File: src/rtl/lighthouse_pulse_decoder.sv
// lighthouse_pulse_decoder
//
// Measures light pulses on the TS4231 envelope line while the sensor is in
// WATCH state. Each pulse is classified as a sweep, a Lighthouse v1 sync
// (code 0..7) or an error. Sweeps are timed against the last non-skip sync
// (the "anchor") to produce the raw value used for angle computation.
//
// Ports:
//   clk              clock
//   rst              synchronous, active-high reset
//   enable           high while upstream reports WATCH state
//   envelope         asynchronous envelope input, high = light
//   sweep_valid      one-cycle strobe for an accepted sweep
//   sweep_duration   cycles from anchor sync rise to sweep pulse centre
//   sweep_axis       axis bit of the anchor sync
//   sweep_lighthouse pair index of the anchor sync
//   sync_valid       one-cycle strobe per decoded sync
//   sync_code        {skip, data, axis}
//   sync_lighthouse  0 = first sync of a pair, 1 = later sync
//   pulse_error      one-cycle strobe for an unclassifiable pulse
module lighthouse_pulse_decoder #(
    parameter int CLK_SPEED       = 50_000_000,
    parameter int TIME_W          = 20,
    parameter int SWEEP_MAX_NS    = 40000,
    parameter int PAIR_WINDOW_NS  = 600000,
    parameter int SWEEP_WINDOW_NS = 8333333,
    parameter int SYNC_BASE_NS    = 57292,
    parameter int SYNC_STEP_NS    = 10417
) (
    input  logic              clk,
    input  logic              rst,
    input  logic              enable,
    input  logic              envelope,
    output logic              sweep_valid,
    output logic [TIME_W-1:0] sweep_duration,
    output logic              sweep_axis,
    output logic              sweep_lighthouse,
    output logic              sync_valid,
    output logic [2:0]        sync_code,
    output logic              sync_lighthouse,
    output logic              pulse_error
);

    localparam logic [63:0] NS_PER_S  = 64'd1_000_000_000;
    localparam logic [63:0] SWEEP_MAX = (64'(CLK_SPEED) * 64'(SWEEP_MAX_NS)) / NS_PER_S;
    localparam logic [63:0] PAIR_WIN  = (64'(CLK_SPEED) * 64'(PAIR_WINDOW_NS)) / NS_PER_S;
    localparam logic [63:0] SWEEP_WIN = (64'(CLK_SPEED) * 64'(SWEEP_WINDOW_NS)) / NS_PER_S;
    localparam logic [TIME_W-1:0] TIME_MAX  = {TIME_W{1'b1}};
    localparam logic [15:0]       WIDTH_MAX = 16'hFFFF;

    typedef enum logic [2:0] {IDLE, ARM, WAIT_RISE, MEASURE, CLASSIFY} state_t;
    state_t state_reg, state_next;

    logic env_meta_reg, env_s_reg, env_d_reg;
    logic rise, fall;

    logic [15:0]       width_reg;
    logic [TIME_W-1:0] pulse_age_reg;    // cycles since the current pulse rose
    logic [TIME_W-1:0] gap_reg;          // cycles since the last committed sync rise
    logic [TIME_W-1:0] gap_at_rise_reg;
    logic              gap_valid_reg;
    logic [TIME_W-1:0] age_reg;          // anchor age
    logic [TIME_W-1:0] age_at_rise_reg;
    logic              anchor_valid_reg, anchor_axis_reg, anchor_lh_reg;

    logic [8:0]        at_or_above;
    logic              is_sweep, is_sync, sync_lh;
    logic [2:0]        code;
    logic [TIME_W-1:0] pulse_age_inc, dur_sat;
    logic [TIME_W:0]   dur_sum;

    assign rise = env_s_reg & ~env_d_reg;
    assign fall = ~env_s_reg & env_d_reg;

    // One comparator per sync threshold T_k.
    genvar gi;
    generate
        for (gi = 0; gi < 9; gi++) begin : g_thr
            localparam logic [63:0] THR =
                (64'(CLK_SPEED) * (64'(SYNC_BASE_NS) + 64'(gi) * 64'(SYNC_STEP_NS))) / NS_PER_S;
            assign at_or_above[gi] = (64'(width_reg) >= THR);
        end
    endgenerate

    always_comb begin
        is_sweep = (64'(width_reg) <= SWEEP_MAX);
        is_sync  = at_or_above[0] & ~at_or_above[8];
        code     = 3'd0;
        for (int k = 1; k < 8; k++) begin
            if (at_or_above[k]) code = 3'(k);
        end
        sync_lh       = gap_valid_reg && (64'(gap_at_rise_reg) < PAIR_WIN);
        pulse_age_inc = (pulse_age_reg == TIME_MAX) ? pulse_age_reg : pulse_age_reg + 1'b1;
        dur_sum       = {1'b0, age_at_rise_reg} + (TIME_W+1)'(width_reg >> 1);
        dur_sat       = dur_sum[TIME_W] ? TIME_MAX : dur_sum[TIME_W-1:0];
    end

    always_ff @(posedge clk) begin
        if (rst) state_reg <= IDLE;
        else     state_reg <= state_next;
    end

    always_comb begin
        state_next = state_reg;
        if (!enable) begin
            state_next = IDLE;
        end else begin
            case (state_reg)
                IDLE:      state_next = ARM;
                ARM:       if (!env_s_reg) state_next = WAIT_RISE;
                WAIT_RISE: if (rise) state_next = MEASURE;
                MEASURE:   if (fall) state_next = CLASSIFY;
                CLASSIFY:  state_next = WAIT_RISE;
                default:   state_next = IDLE;
            endcase
        end
    end

    always_ff @(posedge clk) begin
        if (rst) begin
            // Synchronizer resets to "light present" so a pulse already high
            // when reset releases is never mistaken for a fresh rise.
            env_meta_reg     <= 1'b1;
            env_s_reg        <= 1'b1;
            env_d_reg        <= 1'b1;
            width_reg        <= '0;
            pulse_age_reg    <= '0;
            gap_reg          <= '0;
            gap_at_rise_reg  <= '0;
            gap_valid_reg    <= 1'b0;
            age_reg          <= '0;
            age_at_rise_reg  <= '0;
            anchor_valid_reg <= 1'b0;
            anchor_axis_reg  <= 1'b0;
            anchor_lh_reg    <= 1'b0;
            sweep_valid      <= 1'b0;
            sweep_duration   <= '0;
            sweep_axis       <= 1'b0;
            sweep_lighthouse <= 1'b0;
            sync_valid       <= 1'b0;
            sync_code        <= 3'd0;
            sync_lighthouse  <= 1'b0;
            pulse_error      <= 1'b0;
        end else begin
            env_meta_reg  <= envelope;
            env_s_reg     <= env_meta_reg;
            env_d_reg     <= env_s_reg;
            sweep_valid   <= 1'b0;
            sync_valid    <= 1'b0;
            pulse_error   <= 1'b0;
            gap_reg       <= (gap_reg == TIME_MAX) ? gap_reg : gap_reg + 1'b1;
            pulse_age_reg <= pulse_age_inc;

            if (anchor_valid_reg) begin
                if (age_reg != TIME_MAX) age_reg <= age_reg + 1'b1;
                if (64'(age_reg) + 64'd1 >= SWEEP_WIN) anchor_valid_reg <= 1'b0;
            end

            if (!enable) begin
                width_reg        <= '0;
                gap_valid_reg    <= 1'b0;
                anchor_valid_reg <= 1'b0;
            end else begin
                case (state_reg)
                    WAIT_RISE: begin
                        if (rise) begin
                            // Rise timing is latched for every pulse; it is
                            // only used once the pulse classifies.
                            width_reg       <= 16'd1;
                            pulse_age_reg   <= TIME_W'(1);
                            gap_at_rise_reg <= gap_reg;
                            age_at_rise_reg <= age_reg;
                        end
                    end
                    MEASURE: begin
                        if (env_s_reg && width_reg != WIDTH_MAX) width_reg <= width_reg + 16'd1;
                    end
                    CLASSIFY: begin
                        width_reg <= '0;
                        if (is_sweep) begin
                            if (anchor_valid_reg) begin
                                sweep_valid      <= 1'b1;
                                sweep_duration   <= dur_sat;
                                sweep_axis       <= anchor_axis_reg;
                                sweep_lighthouse <= anchor_lh_reg;
                                anchor_valid_reg <= 1'b0;
                            end
                        end else if (is_sync) begin
                            sync_valid      <= 1'b1;
                            sync_code       <= code;
                            sync_lighthouse <= sync_lh;
                            // Back-date the gap counter to this sync's rise.
                            gap_reg         <= pulse_age_inc;
                            gap_valid_reg   <= 1'b1;
                            if (!code[2]) begin
                                anchor_valid_reg <= (64'(pulse_age_inc) < SWEEP_WIN);
                                age_reg          <= pulse_age_inc;
                                anchor_axis_reg  <= code[0];
                                anchor_lh_reg    <= sync_lh;
                            end
                        end else begin
                            pulse_error <= 1'b1;
                        end
                    end
                    default: ;
                endcase
            end
        end
    end

endmodule

File: config.mk
export PLATFORM = sky130hd
export DESIGN_NAME = lighthouse_pulse_decoder
export DESIGN_NICKNAME = d
export VERILOG_FILES = /design/src/rtl/lighthouse_pulse_decoder.sv
export SDC_FILE = /design/constraint.sdc
export NUM_CORES = 1
export LEC_CHECK = 0
export CORE_ASPECT_RATIO = 1.75
export CORE_UTILIZATION = 60
export DETAILED_ROUTE_END_ITERATION = 8
export DONT_BUFFER_PORTS = 1
export PLACE_DENSITY_LB_ADDON = 0.12
export SLEW_MARGIN = 20
export SYNTH_ARGS = -nofsm -noshare
export SYNTH_HDL_FRONTEND = slang
export SYNTH_SLANG_ARGS = --single-unit
File: constraint.sdc
create_clock -name clk -period 5.56 [get_ports clk]
set_input_delay 0.834 -clock clk [delete_from_list [all_inputs] [get_ports clk]]
set_output_delay 0.834 -clock clk [all_outputs]
set_load 0.02 [all_outputs]
==> impl_metrics.env <==
export IMPL_outcome="complete, no violations"
export IMPL_drc=0
export IMPL_peakVddDrop_mv=0.226
export IMPL_grt_pass1_wl_mm=35.2
export IMPL_end_kind="flop"
export IMPL_cp_cell_sequence="ha_1 -> a21oi_1 -> o21bai_1 -> a31oi_1 -> o221a_2 -> nand4_2 -> nor2_4 -> mux2_2 -> nor2_1"
export IMPL_crit_path_end="age_reg[18]"
export IMPL_cts_max_level=4
export IMPL_cpPeakStageDelay_ps=790
export IMPL_start_util_pct=61.9
export IMPL_critPathLaunchType="flop"
export IMPL_critPathLaunch="width_reg[0]"
export IMPL_place_inst=1151
export IMPL_ys_types=74
export IMPL_slew_violations=0
export IMPL_dpl_hpwl_mm=16.1
export IMPL_cts_max_path_buffers=2
export IMPL_fin_area_um2=8890
export IMPL_fmax_mhz=314
export IMPL_drt_iter0_markers=367
export IMPL_clock_latency_ps=430
export IMPL_slowest_stage="nor2_4"
export IMPL_via_count=7335
export IMPL_power_leakage_nw=3.11
export IMPL_r2r_slack_ps=2370
export IMPL_fp_row_count=56
export IMPL_rsz0062_at_grt="false"
export IMPL_grt_pass1_vias=7123
export IMPL_grt_max_degree=113
export IMPL_postSynthCellCount=1038
export IMPL_finClkSkew_ps=18.0
export IMPL_synth_top_area_share_pct=36.3
export IMPL_clock_sinks=151
export IMPL_async_flop_share_pct=0
export IMPL_yosys_register_bits=151
export IMPL_n_antenna_cell=0
export IMPL_wl_per_cell_um=18.5
export IMPL_layout_min_cycle_time_ps=3190
export IMPL_period_share_pct=57.3
export IMPL_syn_nets=1065
export IMPL_synthTopCellsByArea="dfxtp_1, nor2_1, nand2_1"
export IMPL_coreArea_um2=13500
export IMPL_slew_headroom_pct=37.8
export IMPL_path_class="reg2reg"
export IMPL_cts_setup_buffers=0
export IMPL_cts_root_buf="clkbuf_16"
export IMPL_die_area_um2=14400
export IMPL_cts_resized=0
export IMPL_yosysWarnings=0
export IMPL_ioPinCount=33
export IMPL_setup_violations=0
export IMPL_cp_required_ps=5920
export IMPL_ys_flop_type="dfxtp_1"
export IMPL_cap_violations=0
export IMPL_final_hold_viol_count=0
export IMPL_die_x_um=91.1
export IMPL_syn_area_um2=8330
export IMPL_setup_tns_ps=0
export IMPL_portBuffers=0
export IMPL_ant_nets=0
export IMPL_reg2reg_depth=9
export IMPL_yosys_area_top_type="dfxtp_1"
export IMPL_viasPerCell=6.20
export IMPL_gr_total_overflow=0
export IMPL_ys_seq_area_share_pct=36.3
export IMPL_place_area_um2=8300
export IMPL_r2r_start="width_reg[0]"
export IMPL_power_density_nw_per_um2=256
export IMPL_hp_class="reg2reg"
export IMPL_worstMarginPinSlew_ps=923
export IMPL_avgSynthCellArea_um2=8.03
export IMPL_r2r_end="age_reg[18]"
export IMPL_cts_hold_fix_buffers=0
export IMPL_gp_congestion=0.954
export IMPL_drt_wl_total_mm=21.9
export IMPL_fin_cells=1183
export IMPL_cts_tree="done"
export IMPL_dr_pass1_iters=6
export IMPL_fp_dieH_um=158
export IMPL_clk_pin_slew_ps=70
export IMPL_finalNetCount=1023
export IMPL_grt_use_total_pct=31.4
export IMPL_synth_edf_count=0
export IMPL_drive_gt1_share_pct=6.84
export IMPL_antenna_found_initial=0
export IMPL_cp_arrival_ps=3550
export IMPL_syn_to_final_growth_pct=6.74
export IMPL_cts_buffers=17
export IMPL_worstPathMaxFanout=36
placed cells by master, fill, tap and decap left out, types with 13 or more instances in the layout:
cell / netlist / final
ha_1: 22 / 22
nor2_1: 137 / 137
a21o_1: 14 / 14
nor3_1: 24 / 24
o21ai_0: 21 / 21
nand3_1: 38 / 38
inv_1: 19 / 19
nor2b_1: 13 / 13
nand4_1: 17 / 17
xnor2_1: 38 / 38
a21oi_1: 82 / 82
nand2_1: 127 / 127
and3_1: 22 / 22
xor2_1: 37 / 37
a211oi_1: 51 / 51
dfxtp_1: 151 / 151
clkbuf_16: 0 / 17
area by class of cell:
class | count | area [um2]
clock inverter | 14 | 155
sequential | 151 | 3020
clock buffer | 18 | 439
tap | 174 | 218
inverter | 19 | 71.3
multi-input combinational | 802 | 4950
fill | 1177 | 4560
timing repair buffer | 5 | 37.5
logic make-up (layout without fill, tap and decap cells):
group	after synthesis	after routing	share of synthesized area (%)
and+or+nand+nor	447	447	26.3
AOI/OAI and AO/OA	241	241	19.7
DFF	151	151	36.3
buffers and inverters	85	56	4.31
xor gates and xnor gates	75	75	7.89
adders and majority gates	23	23	3.54
muxes	16	16	1.98
stage by stage:
step | total power, mW | setup slack [ps] | hold slack, ps | utilization, %
2_1_floorplan | 1.15 | 2890 | 389 | -
3_3_place_gp | 1.14 | 2490 | 393 | 61.7
3_5_place_dp | 1.14 | 2460 | 402 | 61.7
4_1_cts | 2.29 | 2420 | 419 | 66.1
5_1_grt | 2.33 | 2100 | 431 | 66.1
6_report | 2.28 | 2370 | 413 | 66.1
worst max-delay path: cells and delay by family, from the launching register on:
kind | cells | cell delay [ps]
adders and majority gates | 1 | 260
DFF | 1 | 360
and+or+nand+nor | 3 | 1260
muxes | 1 | 410
AOI/OAI and AO/OA | 4 | 830
cell usage after synthesis (12+ instances only):
cell	n
dfxtp_1	151
nor3_1	24
nand2_1	127
a31oi_1	12
inv_1	19
nand2b_1	12
a21oi_1	82
nand3_1	38
and3_1	22
o21ai_0	21
nand4_1	17
nor2b_1	13
xor2_1	37
nor2_1	137
a211oi_1	51
a21o_1	14
clkbuf_1	36
buf_2	26
mux2i_1	12
xnor2_1	38
ha_1	22
how the worst min path moves through the flow:
stage                      start         to  slack (ps)  cells after the start
floorplan           env_meta_reg  env_s_reg         390                      1
global placement    env_meta_reg  env_s_reg         390                      1
detailed placement  env_meta_reg  env_s_reg         400                      1
CTS                 env_meta_reg  env_s_reg         420                      1
global route        env_meta_reg  env_s_reg         430                      1
finish              env_meta_reg  env_s_reg         410                      1
per-layer routing:
metal / wire, um / vias up / track usage [%] / part of all wire, %
met3: 687 / 87 / 5.76 / 3.1
met4: 1490 / 0 / 22.5 / 6.8
met2: 11800 / 180 / 60.6 / 54
met5: 0 / - / 0.362 / 0
li1: - / 3611 / - / -
met1: 7950 / 3457 / 29.2 / 36
report_power, final:
| group | internal [mW] | switching (mW) | total [mW] |
|---|---|---|---|
| combinational | 0.0103 | 0.0170 | 0.0272 |
| sequential | 1.09 | 0.00594 | 1.09 |
| clock | 0.651 | 0.506 | 1.16 |
Note: power is estimated with default switching activity, not from simulation.
